[config.mk]
export PLATFORM = sky130hd
export DESIGN_NAME = mem_arbiter
export DESIGN_NICKNAME = d
export VERILOG_FILES = /design/src/rtl/mem_arbiter.sv
export SDC_FILE = /design/constraint.sdc
export NUM_CORES = 1
export LEC_CHECK = 0
export CORE_MARGIN = 4
export CORE_UTILIZATION = 36
export CTS_CLUSTER_SIZE = 20
export DETAILED_ROUTE_END_ITERATION = 7
export GPL_TIMING_DRIVEN = 0
export PLACE_DENSITY = 0.73
export SYNTH_ARGS = -nofsm -noshare
export SYNTH_HDL_FRONTEND = slang
export SYNTH_SLANG_ARGS = --single-unit
export TNS_END_PERCENT = 20
[constraint.sdc]
create_clock -name clk -period 1.91 [get_ports clk]
set_input_delay 0.382 -clock clk [delete_from_list [all_inputs] [get_ports clk]]
set_output_delay 0.382 -clock clk [all_outputs]
set_load 0.01 [all_outputs]
[src/rtl/mem_arbiter.sv]
// Two-port round-robin arbiter and sequencer for the single-ported data memory.
// Each winning level request becomes one registered memory transaction tracked through BUSYWAIT.
module mem_arbiter #(
    parameter int ADDR_W  = 32,
    parameter int DATA_W  = 32,
    parameter int TIMEOUT = 64
) (
    input  logic              clk,
    input  logic              rst_n,
    input  logic              p0_read,
    input  logic              p0_write,
    input  logic [2:0]        p0_funct3,
    input  logic [ADDR_W-1:0] p0_address,
    input  logic [DATA_W-1:0] p0_writedata,
    output logic [DATA_W-1:0] p0_readdata,
    output logic              p0_busywait,
    input  logic              p1_read,
    input  logic              p1_write,
    input  logic [2:0]        p1_funct3,
    input  logic [ADDR_W-1:0] p1_address,
    input  logic [DATA_W-1:0] p1_writedata,
    output logic [DATA_W-1:0] p1_readdata,
    output logic              p1_busywait,
    output logic              m_read,
    output logic              m_write,
    output logic [2:0]        m_funct3,
    output logic [ADDR_W-1:0] m_address,
    output logic [DATA_W-1:0] m_writedata,
    input  logic [DATA_W-1:0] m_readdata,
    input  logic              m_busywait,
    output logic [1:0]        grant,
    output logic              timeout_err
);
    localparam int CNT_W = (TIMEOUT < 2) ? 1 : $clog2(TIMEOUT + 1);
    localparam logic [CNT_W-1:0] CNT_SAT  = CNT_W'((TIMEOUT > 0) ? TIMEOUT : 1);
    localparam logic [CNT_W-1:0] CNT_LAST = CNT_W'((TIMEOUT > 0) ? TIMEOUT - 1 : 0);

    typedef enum logic [1:0] {IDLE, REQ, RESP} state_t;

    state_t              state_reg, state_next;
    logic [1:0]          grant_reg, grant_next;
    logic                last_reg, last_next;
    logic [CNT_W-1:0]    cnt_reg, cnt_next;
    logic                m_read_reg, m_read_next;
    logic                m_write_reg, m_write_next;
    logic [2:0]          m_funct3_reg, m_funct3_next;
    logic [ADDR_W-1:0]   m_address_reg, m_address_next;
    logic [DATA_W-1:0]   m_writedata_reg, m_writedata_next;
    logic [DATA_W-1:0]   rdata_reg [2];
    logic [DATA_W-1:0]   rdata_next [2];
    logic                timeout_err_reg, timeout_err_next;

    logic [1:0]          req_read, req_write, valid, busy;
    logic [2:0]          req_funct3 [2];
    logic [ADDR_W-1:0]   req_address [2];
    logic [DATA_W-1:0]   req_writedata [2];
    logic                winner, owner, done, expired;

    assign req_read         = {p1_read, p0_read};
    assign req_write        = {p1_write, p0_write};
    assign req_funct3[0]    = p0_funct3;
    assign req_funct3[1]    = p1_funct3;
    assign req_address[0]   = p0_address;
    assign req_address[1]   = p1_address;
    assign req_writedata[0] = p0_writedata;
    assign req_writedata[1] = p1_writedata;

    // A port with both strobes high is malformed: never granted, never stalled.
    generate
        for (genvar gi = 0; gi < 2; gi++) begin : g_port
            assign valid[gi] = req_read[gi] ^ req_write[gi];
            assign busy[gi]  = valid[gi] && !(state_reg == RESP && grant_reg[gi]);
        end
    endgenerate

    assign winner  = (valid == 2'b11) ? ~last_reg : valid[1];
    assign owner   = grant_reg[1];
    assign done    = (cnt_reg != '0) && !m_busywait;
    assign expired = (TIMEOUT != 0) && m_busywait && (cnt_reg == CNT_LAST);

    always_comb begin
        state_next       = state_reg;
        grant_next       = grant_reg;
        last_next        = last_reg;
        cnt_next         = cnt_reg;
        m_read_next      = m_read_reg;
        m_write_next     = m_write_reg;
        m_funct3_next    = m_funct3_reg;
        m_address_next   = m_address_reg;
        m_writedata_next = m_writedata_reg;
        rdata_next[0]    = rdata_reg[0];
        rdata_next[1]    = rdata_reg[1];
        timeout_err_next = 1'b0;
        case (state_reg)
            IDLE: begin
                if (|valid) begin
                    state_next       = REQ;
                    grant_next       = winner ? 2'b10 : 2'b01;
                    m_read_next      = req_read[winner];
                    m_write_next     = req_write[winner];
                    m_funct3_next    = req_funct3[winner];
                    m_address_next   = req_address[winner];
                    m_writedata_next = req_writedata[winner];
                    cnt_next         = '0;
                end
            end
            REQ: begin
                if (done || expired) begin
                    state_next   = RESP;
                    m_read_next  = 1'b0;
                    m_write_next = 1'b0;
                    if (expired) begin
                        rdata_next[owner] = '0;
                        timeout_err_next  = 1'b1;
                    end else if (m_read_reg) begin
                        rdata_next[owner] = m_readdata;
                    end
                end else if (cnt_reg != CNT_SAT) begin
                    cnt_next = cnt_reg + 1'b1;
                end
            end
            RESP: begin
                state_next = IDLE;
                grant_next = 2'b00;
                last_next  = owner;
            end
            default: state_next = IDLE;
        endcase
    end

    always_ff @(posedge clk or negedge rst_n) begin
        if (!rst_n) begin
            state_reg       <= IDLE;
            grant_reg       <= 2'b00;
            last_reg        <= 1'b1;
            cnt_reg         <= '0;
            m_read_reg      <= 1'b0;
            m_write_reg     <= 1'b0;
            m_funct3_reg    <= '0;
            m_address_reg   <= '0;
            m_writedata_reg <= '0;
            rdata_reg[0]    <= '0;
            rdata_reg[1]    <= '0;
            timeout_err_reg <= 1'b0;
        end else begin
            state_reg       <= state_next;
            grant_reg       <= grant_next;
            last_reg        <= last_next;
            cnt_reg         <= cnt_next;
            m_read_reg      <= m_read_next;
            m_write_reg     <= m_write_next;
            m_funct3_reg    <= m_funct3_next;
            m_address_reg   <= m_address_next;
            m_writedata_reg <= m_writedata_next;
            rdata_reg[0]    <= rdata_next[0];
            rdata_reg[1]    <= rdata_next[1];
            timeout_err_reg <= timeout_err_next;
        end
    end

    assign p0_busywait = busy[0];
    assign p1_busywait = busy[1];
    assign p0_readdata = rdata_reg[0];
    assign p1_readdata = rdata_reg[1];
    assign m_read      = m_read_reg;
    assign m_write     = m_write_reg;
    assign m_funct3    = m_funct3_reg;
    assign m_address   = m_address_reg;
    assign m_writedata = m_writedata_reg;
    assign grant       = grant_reg;
    assign timeout_err = timeout_err_reg;
endmodule
==> flow_metrics.tcl, run 1 <==
set metrics [dict create \
    clock_sink_count 146 \
    mostFrequentLayoutCells "clkdlybuf4s50_1, dfrtp_1, o21ai_0" \
    critPathMaxStageDelay_ns 0.43 \
    num_rows 47 \
    synth-seq-area-share_pct 59.24 \
    ios 311 \
    leakagePower_uw 0.004712 \
    syn-cell-area_mm2 0.006170 \
    setup_viol 39 \
    dr.pass1.iters 4 \
    ys_types 38 \
    drv_slew 0 \
    area_growth_pct 71.02 \
    startpoint "cnt_reg[0]" \
    yosysWarningCount 0 \
    violations "setup timing" \
    clk_pin_slew_worst_paths_ns 0.07 \
    cts_buffers 17 \
    drt_wl_total_um 20830 \
    outcome "finished, violations left" \
    clockRootBuffer "clkbuf_16" \
    clock.fmax_mhz 507.9 \
    rsz0062_at_grt "yes" \
    critPathTopFamily "compound AO/OA/AOI/OAI gates" \
    finalHoldWorstSlack_ns 0.4765 \
    fp.dieH_um 138.9 \
    syn_inst 536 \
    drive_gt1_share_pct 11.09 \
    hp-start "m_address[19]" \
    drv_cap 0 \
    crit_path_start_kind "register" \
    criticalPathCategory "reg -> reg" \
    grt_use_total_pct 21.43 \
    crit_required_ns 2.21 \
    drt_iter0_drc 296 \
    grt_first_pass_wirelength_um 32650 \
    max-slew-margin-rel_pct 56.45 \
    overflow 0 \
    fin_crit_ns 1.969 \
    synth_fp_nets 711 \
    ys_ff_latch 146 \
    routabilityCongestion 0.8299 \
    arrival_ns 2.27 \
    dieArea_mm2 0.01930 \
    min_path_type "reg -> reg" \
    finish.net_count 1055 \
    ys.flop_type "dfrtp_1" \
    crit_path_end_kind "register" \
    cts_buffer_depth 2 \
    dieWidth_um 138.9 \
    core_area_mm2 0.01670 \
    io_buffers 310 \
    fin_ws_ns -0.05887 \
    htreeDepth 4 \
    drcViolationCount 0 \
    ant_nets 0 \
    dp_hpwl_um 15320 \
    ir_drop_mv 0.6995 \
    r2r_start "cnt_reg[0]" \
    path_buf_inv 2 \
    antenna_found_initial 2 \
    grt_max_degree 79 \
    vias 5536 \
    grt_pass1_vias 5691 \
    clock_skew_ns 0.01431 \
    place_ws_ns -0.7480 \
    p_per_area_mw_per_mm2 1527 \
    worst_slew_pin_slew_ns 0.6533 \
    clkLatencyLatePin_ns 0.42 \
    slowest_stage "a211o_4" \
    syn-mean-instance-area_um2 11.51 \
    final_common_cell "clkdlybuf4s50_1" \
    synthArstFlopShare_pct 100.0 \
    crit_path_cell_trace "inv_2, ha_4, nor4b_4, a31oi_2, nand2_2, a211o_4, buf_8, a22o_1" \
    avgViaCountPerCell 4.965 \
    hold_violations 0 \
    rrSetupSlack_ns -0.06 \
    crit_fanout 7 \
    synth-edff-count 0 \
    tritoncts "yes" \
    start_util_pct 36.94 \
    wl_per_cell_um 18.68 \
    fin_crit_sh_pct 103.1 \
]
per-layer routing:
layer  global-route usage (%)  part of all wire [%]  vias to the layer above
met5                        0                     0                        -
met4                    6.643                   2.2                        0
met3                    6.069                   6.0                       29
met2                    35.52                    50                      192
met1                    27.37                    42                     2687
li1                         -                     -                     2628
cells in the mapped netlist, drive strengths merged (2+ instances only):
| cell type | number | area, um^2 |
|---|---|---|
| a22o | 65 | 569.3 |
| ha | 2 | 25.02 |
| xnor2 | 2 | 17.52 |
| dfrtp | 145 | 3628 |
| o21ai | 79 | 395.4 |
| nor3 | 3 | 15.01 |
| mux2i | 67 | 670.6 |
| nand2 | 77 | 289.0 |
| and2 | 2 | 12.51 |
| o211ai | 2 | 15.01 |
| o22ai | 3 | 18.77 |
| buf | 23 | 126.4 |
| clkbuf | 15 | 56.30 |
| nor2 | 5 | 18.77 |
| nand3 | 6 | 30.03 |
| a21o | 2 | 15.01 |
| nand2b | 2 | 12.51 |
| nor2b | 2 | 12.51 |
| a21oi | 6 | 30.03 |
| nor3b | 2 | 15.01 |
| inv | 8 | 30.03 |
| a211o | 3 | 26.28 |
| a2bb2oi | 2 | 17.52 |
per-stage QoR:
| step | TNS [ns] | utilization [%] | area [um^2] | power (uW) | std cells |
|---|---|---|---|---|---|
| 2_1_floorplan | 0 | - | 6170 | 8307 | 536 |
| 3_3_place_gp | -894.72 | 57.17 | 9548 | 12330 | 1066 |
| 3_5_place_dp | -89.09 | 57.34 | 9577 | 12440 | 1067 |
| 4_1_cts | -0.2843 | 62.89 | 10500 | 16230 | 1110 |
| 5_1_grt | -4.570 | 63.18 | 10550 | 17140 | 1115 |
| 6_report | -0.8392 | 63.18 | 10550 | 16110 | 1115 |
cell families (layout without fill, tap and decap cells):
kind of cell / Yosys count / in the layout / share of synthesized area (%)
DFF: 146 / 146 / 59.24
muxes: 68 / 68 / 11.05
buffers and inverters: 46 / 403 / 3.448
adders and majority gates: 2 / 2 / 0.4055
and+or+nand+nor: 104 / 104 / 7.139
xor gates and xnor gates: 2 / 2 / 0.2840
other: 0 / 2 / 0
AOI/OAI and AO/OA: 168 / 168 / 18.43
cell type report:
cell class | instances | area [um^2]
fillers | 1370 | 6150
flip-flops and latches | 146 | 3657
repair buffers | 326 | 3269
multi-input cells | 344 | 2414
clock buffers | 17 | 425.4
plain buffers | 37 | 290.3
well taps | 220 | 275.3
clock inverters | 15 | 185.2
inverters | 8 | 30.03
diodes | 2 | 5.005
worst paths after layout:
check | end | cells past startpoint
max | p0_readdata[14] | 8
min | m_address[19] | 2
max reg2reg | p0_readdata[14] | 8
min reg2reg | m_address[19] | 2
max in group asynchronous | last_reg | 3
min in group asynchronous | p0_readdata[11] | 2
repair_timing:
item	in CTS	in global routing
endpoints found under the hold margin	38	0
pin swaps	9	8
resized for setup	63	12
setup buffers	8	4
endpoints found under the setup margin	144	68
hold buffers	1	0
gates cloned	3	0
power by group:
part	internal (uW)	switching, uW
Sequential	4510	835
Combinational	4030	3280
Clock	1990	1470
tightest hold or removal path: cells and delay by family, from the launching register on:
family / cells / cell delay [ns]
and+or+nand+nor: 1 / 0.04
DFF: 1 / 0.34
AOI/OAI and AO/OA: 1 / 0.06
(Power assumes the default switching activity.)
==> run 2: changes to the inputs <==
Clock period 1.91 ns to 1.78 ns, I/O delays scaled along.
==> flow_metrics.tcl, run 2 (synthesized netlist as in run 1, its figures left out) <==
set metrics [dict create \
    area_growth_pct 69.13 \
    finalHoldWorstSlack_ns 0.4753 \
    ir_drop_mv 0.6941 \
    fin_util_pct 62.48 \
    cts_buffer_depth 2 \
    drcViolationCount 0 \
    drt_iter0_drc 235 \
    tns_ns -10.06 \
    path_buf_inv 2 \
    fp.dieH_um 138.9 \
    drt_wl_total_um 20290 \
    arrival_ns 2.28 \
    min_path_type "reg -> reg" \
    fin_crit_ns 1.983 \
    slowest_stage "a211o_4" \
    crit_required_ns 2.07 \
    io_buffers 310 \
    wl_met3_um 1203 \
    drv_cap 0 \
    wl_per_cell_um 18.37 \
    routed-wl-met2_um 10370 \
    routabilityCongestion 0.8253 \
    tritoncts "yes" \
    leakagePower_uw 0.004685 \
    antenna_found_initial 0 \
    dieArea_mm2 0.01930 \
    violations "setup timing" \
    clock.fmax_mhz 504.2 \
    place_ws_ns -0.8556 \
    wl_met1_um 8336 \
    avgViaCountPerCell 4.975 \
    dp_hpwl_um 15290 \
    grt_pass1_vias 5627 \
    antenna_cells 0 \
    fin_crit_sh_pct 111.4 \
    grt_use_total_pct 20.71 \
    crit_path_end_kind "register" \
    overflow 0 \
    dieWidth_um 138.9 \
    hold_violations 0 \
    clock_sink_count 146 \
    crit_path_start_kind "register" \
    ios 311 \
    crit_path_cell_trace "inv_1, ha_2, nor4b_4, a31oi_2, nand2_2, a211o_4, buf_6, a22o_1" \
    p_per_area_mw_per_mm2 1623 \
    grt_max_degree 79 \
    drv_slew 0 \
    vias 5497 \
    cts_buffers 17 \
    rsz0062_at_grt "yes" \
    ant_nets 0 \
    htreeDepth 4 \
    crit_fanout 10 \
    drive_gt1_share_pct 10.85 \
    critPathTopFamily "compound AO/OA/AOI/OAI gates" \
    outcome "finished, violations left" \
    max-slew-margin-rel_pct 50.56 \
    clockRootBuffer "clkbuf_16" \
    setup_viol 69 \
    dr.pass1.iters 4 \
    num_rows 47 \
    clk_pin_slew_worst_paths_ns 0.06 \
    criticalPathCategory "reg -> reg" \
    critPathMaxStageDelay_ns 0.41 \
    worst_slew_pin_slew_ns 0.7417 \
    core_area_mm2 0.01670 \
    clock_skew_ns 0.008082 \
    clkLatencyLatePin_ns 0.41 \
    routed.top_layer "met4" \
    start_util_pct 36.94 \
    final_common_cell "clkdlybuf4s50_1" \
    fin_ws_ns -0.2034 \
    grt_first_pass_wirelength_um 31720 \
    mostFrequentLayoutCells "clkdlybuf4s50_1, dfrtp_1, o21ai_0" \
    finish.net_count 1047 \
]
run 2: repair_timing:
action / 4_1_cts / 5_1_grt
pin swaps: 6 / 5
hold endpoints to repair: 18 / 0
endpoints found under the setup margin: 145 / 87
gates resized for setup: 59 / 14
buffers inserted: 4 / 1
hold buffers: 1 / 0
gates cloned: 1 / 0
run 2: path summary, 6_finish.rpt:
kind	startpoint	end	slack [ns]	cells past startpoint
worst max-delay path	cnt_reg[1]	p0_readdata[5]	-0.20	8
worst min-delay path	m_address[30]	m_address[30]	0.48	2
worst max register to register	cnt_reg[1]	p0_readdata[5]	-0.20	8
worst min register to register	m_address[30]	m_address[30]	0.48	2
max in group asynchronous	rst_n	state_reg[0]	0.47	3
min in group asynchronous	rst_n	p1_readdata[3]	0.51	2
run 2: worst min-delay path, cell delays in order (launching register included):
cell     delay, ns
dfrtp_1       0.34
nand2_1       0.05
o21ai_0       0.06
run 2: final cells by class:
| type | count | area (um^2) |
|---|---|---|
| clock inverter | 15 | 147.6 |
| clock buffer | 17 | 425.4 |
| timing repair buffer | 318 | 3198 |
| fill | 1375 | 6266 |
| inverter | 8 | 30.03 |
| sequential | 146 | 3656 |
| multi-input combinational | 344 | 2420 |
| buffer | 37 | 282.8 |
| tap | 220 | 275.3 |
run 2: routing by layer:
layer / vias up / GRT usage [%]
li1: 2607 / -
met1: 2663 / 25.29
met2: 196 / 35.69
met3: 31 / 5.483
met4: 0 / 6.900
met5: - / 0
run 2: power by group:
part,internal (uW),switching [uW],total (uW)
clock,1960,1480,3440
sequential,4840,862,5710
combinational,4260,3530,7790
total,11100,5870,16900
run 2: metrics by stage:
stage | area (um^2) | power, uW | instances
2_1_floorplan | 6203 | 8939 | 536
5_1_grt | 10440 | 18010 | 1105
3_5_place_dp | 9610 | 13380 | 1067
4_1_cts | 10380 | 17070 | 1104
6_report | 10440 | 16940 | 1105
3_3_place_gp | 9582 | 13260 | 1066
==> run 3: changes to the inputs <==
Settings changed: CAP_MARGIN set to 15, CORE_MARGIN 4 to 2.
==> flow_metrics.tcl, run 3 (synthesized netlist as in run 1, its figures left out) <==
set metrics [dict create \
    outcome "finished, violations left" \
    violations "setup timing" \
    clock_skew_ns 0.009857 \
    wl_per_cell_um 18.98 \
    crit_path_end_kind "register" \
    hold_violations 0 \
    grt_max_degree 89 \
    fin_util_pct 64.21 \
    drcViolationCount 0 \
    area_growth_pct 73.19 \
    grt_first_pass_wirelength_um 33030 \
    dr.pass1.iters 4 \
    core_area_mm2 0.01664 \
    setup_viol 70 \
    vias 5645 \
    p_switching_uw 5999 \
    overflow 0 \
    finish.net_count 1061 \
    arrival_ns 2.29 \
    rsz0062_at_grt "yes" \
    fin_ws_ns -0.2004 \
    drv_cap 0 \
    grt_use_total_pct 23.70 \
    final_common_cell "clkdlybuf4s50_1" \
    fin_crit_ns 1.980 \
    criticalPathCategory "in -> reg" \
    worstReg2RegEnd "p1_readdata[9]" \
    io_buffers 310 \
    crit_required_ns 2.09 \
    p_per_area_mw_per_mm2 1637 \
    max-slew-margin-rel_pct 63.39 \
    p_sw_share_pct 34.30 \
    mostFrequentLayoutCells "clkdlybuf4s50_1, dfrtp_1, o21ai_0" \
    dp_hpwl_um 15090 \
    clkLatencyLatePin_ns 0.43 \
    cts_buffers 17 \
    dieArea_mm2 0.01820 \
    clock_sink_count 146 \
    fp.dieH_um 134.9 \
    totalPowerFinal_uw 17490 \
    crit_path_start_kind "input port" \
    cts_buffer_depth 2 \
    drv_slew 0 \
    routabilityCongestion 0.7975 \
    htreeDepth 4 \
    finalHoldWorstSlack_ns 0.4500 \
    crit_fanout 7 \
    seqPwrFrac_pct 32.9 \
    rrSetupSlack_ns -0.19 \
    grt_pass1_vias 5796 \
    drive_gt1_share_pct 12.46 \
    leakagePower_uw 0.004805 \
    avgViaCountPerCell 5.045 \
    comb_power_share_pct 46.0 \
    num_rows 47 \
    drt_wl_total_um 21230 \
    dieWidth_um 134.9 \
    ios 311 \
    fillers 1361 \
    drt_iter0_drc 270 \
    fin_crit_sh_pct 111.3 \
    ant_nets 0 \
    pwr-share-clk_pct 21.2 \
    clock.fmax_mhz 504.9 \
    antenna_found_initial 0 \
    internal_power_uw 11490 \
    r2r_start "cnt_reg[1]" \
    antenna_cells 0 \
    tritoncts "yes" \
    start_util_pct 37.07 \
    r2r_cells 7 \
    worst_slew_pin_slew_ns 0.5492 \
    clk_pin_slew_worst_paths_ns 0.07 \
    ir_drop_mv 0.7156 \
    clockRootBuffer "clkbuf_16" \
    min_path_type "in -> async" \
]
-- run 3: power groups by stage --
stage / registers (uW) / clock network [uW] / logic, uW
global placement: 5710 / 0 / 7510
floorplan: 6360 / 0 / 2580
CTS: 5730 / 3750 / 8000
global route: 5920 / 3900 / 8690
detailed placement: 5750 / 0 / 7620
finish: 5750 / 3700 / 8040
-- run 3: critical path, stage by stage --
cell and delay [ns]:
clkdlybuf4s50_1 0.58, nand3_1 0.16, or3_4 0.43, a21o_4 0.29, bufbuf_16 0.28, a22o_1 0.18
-- run 3: worst max-delay path by stage --
stage | slack (ns) | to | from | cells after the start
6_report | -0.20 | p1_readdata[9] | m_busywait | 6
5_1_grt | -0.24 | p1_readdata[9] | cnt_reg[1] | 7
4_1_cts | -0.15 | p1_readdata[9] | cnt_reg[0] | 7
3_5_place_dp | -0.80 | m_writedata[10] | p0_write | 8
3_3_place_gp | -5.62 | m_address[27] | rst_n | 1
2_1_floorplan | -0.03 | p0_readdata[21] | cnt_reg[1] | 6
-- run 3: per-layer routing --
metal	vias to the layer above	global-route usage [%]	part of all wire, %
met4	0	8.655	2.5
met5	-	0	0
met1	2738	28.57	40
met2	217	41.06	51
li1	2651	-	-
met3	39	5.931	6.2
-- run 3: area by class of cell --
| cell class | instances | area [um^2] | share of cell area, % |
|---|---|---|---|
| Inverter | 8 | 30.03 | 0.2810 |
| Clock buffer | 18 | 429.2 | 4.016 |
| Buffer | 37 | 306.5 | 2.869 |
| Clock inverter | 14 | 180.2 | 1.686 |
| Timing Repair Buffer | 332 | 3358 | 31.43 |
| Sequential cell | 146 | 3656 | 34.22 |
| Tap cell | 220 | 275.3 | 2.576 |
| Multi-Input combinational cell | 344 | 2450 | 22.93 |
-- run 3: what timing repair did --
item	in CTS	in global routing
pin swaps	24	12
endpoints found under the hold margin	58	0
resized for setup	74	19
setup buffers	12	2
cloned	6	0
setup endpoints to repair	145	74
hold buffers	1	0
-- run 3: metrics by stage --
stage | area (um^2) | cells | setup WS [ns] | setup TNS (ns)
after floorplan | 6203 | 536 | -0.03052 | -0.5152
after global placement | 9582 | 1066 | -5.620 | -908.38
after detailed placement | 9610 | 1067 | -0.8034 | -94.44
after CTS | 10620 | 1117 | -0.1533 | -7.267
after global routing | 10690 | 1119 | -0.2424 | -14.52
final | 10690 | 1119 | -0.2004 | -10.31
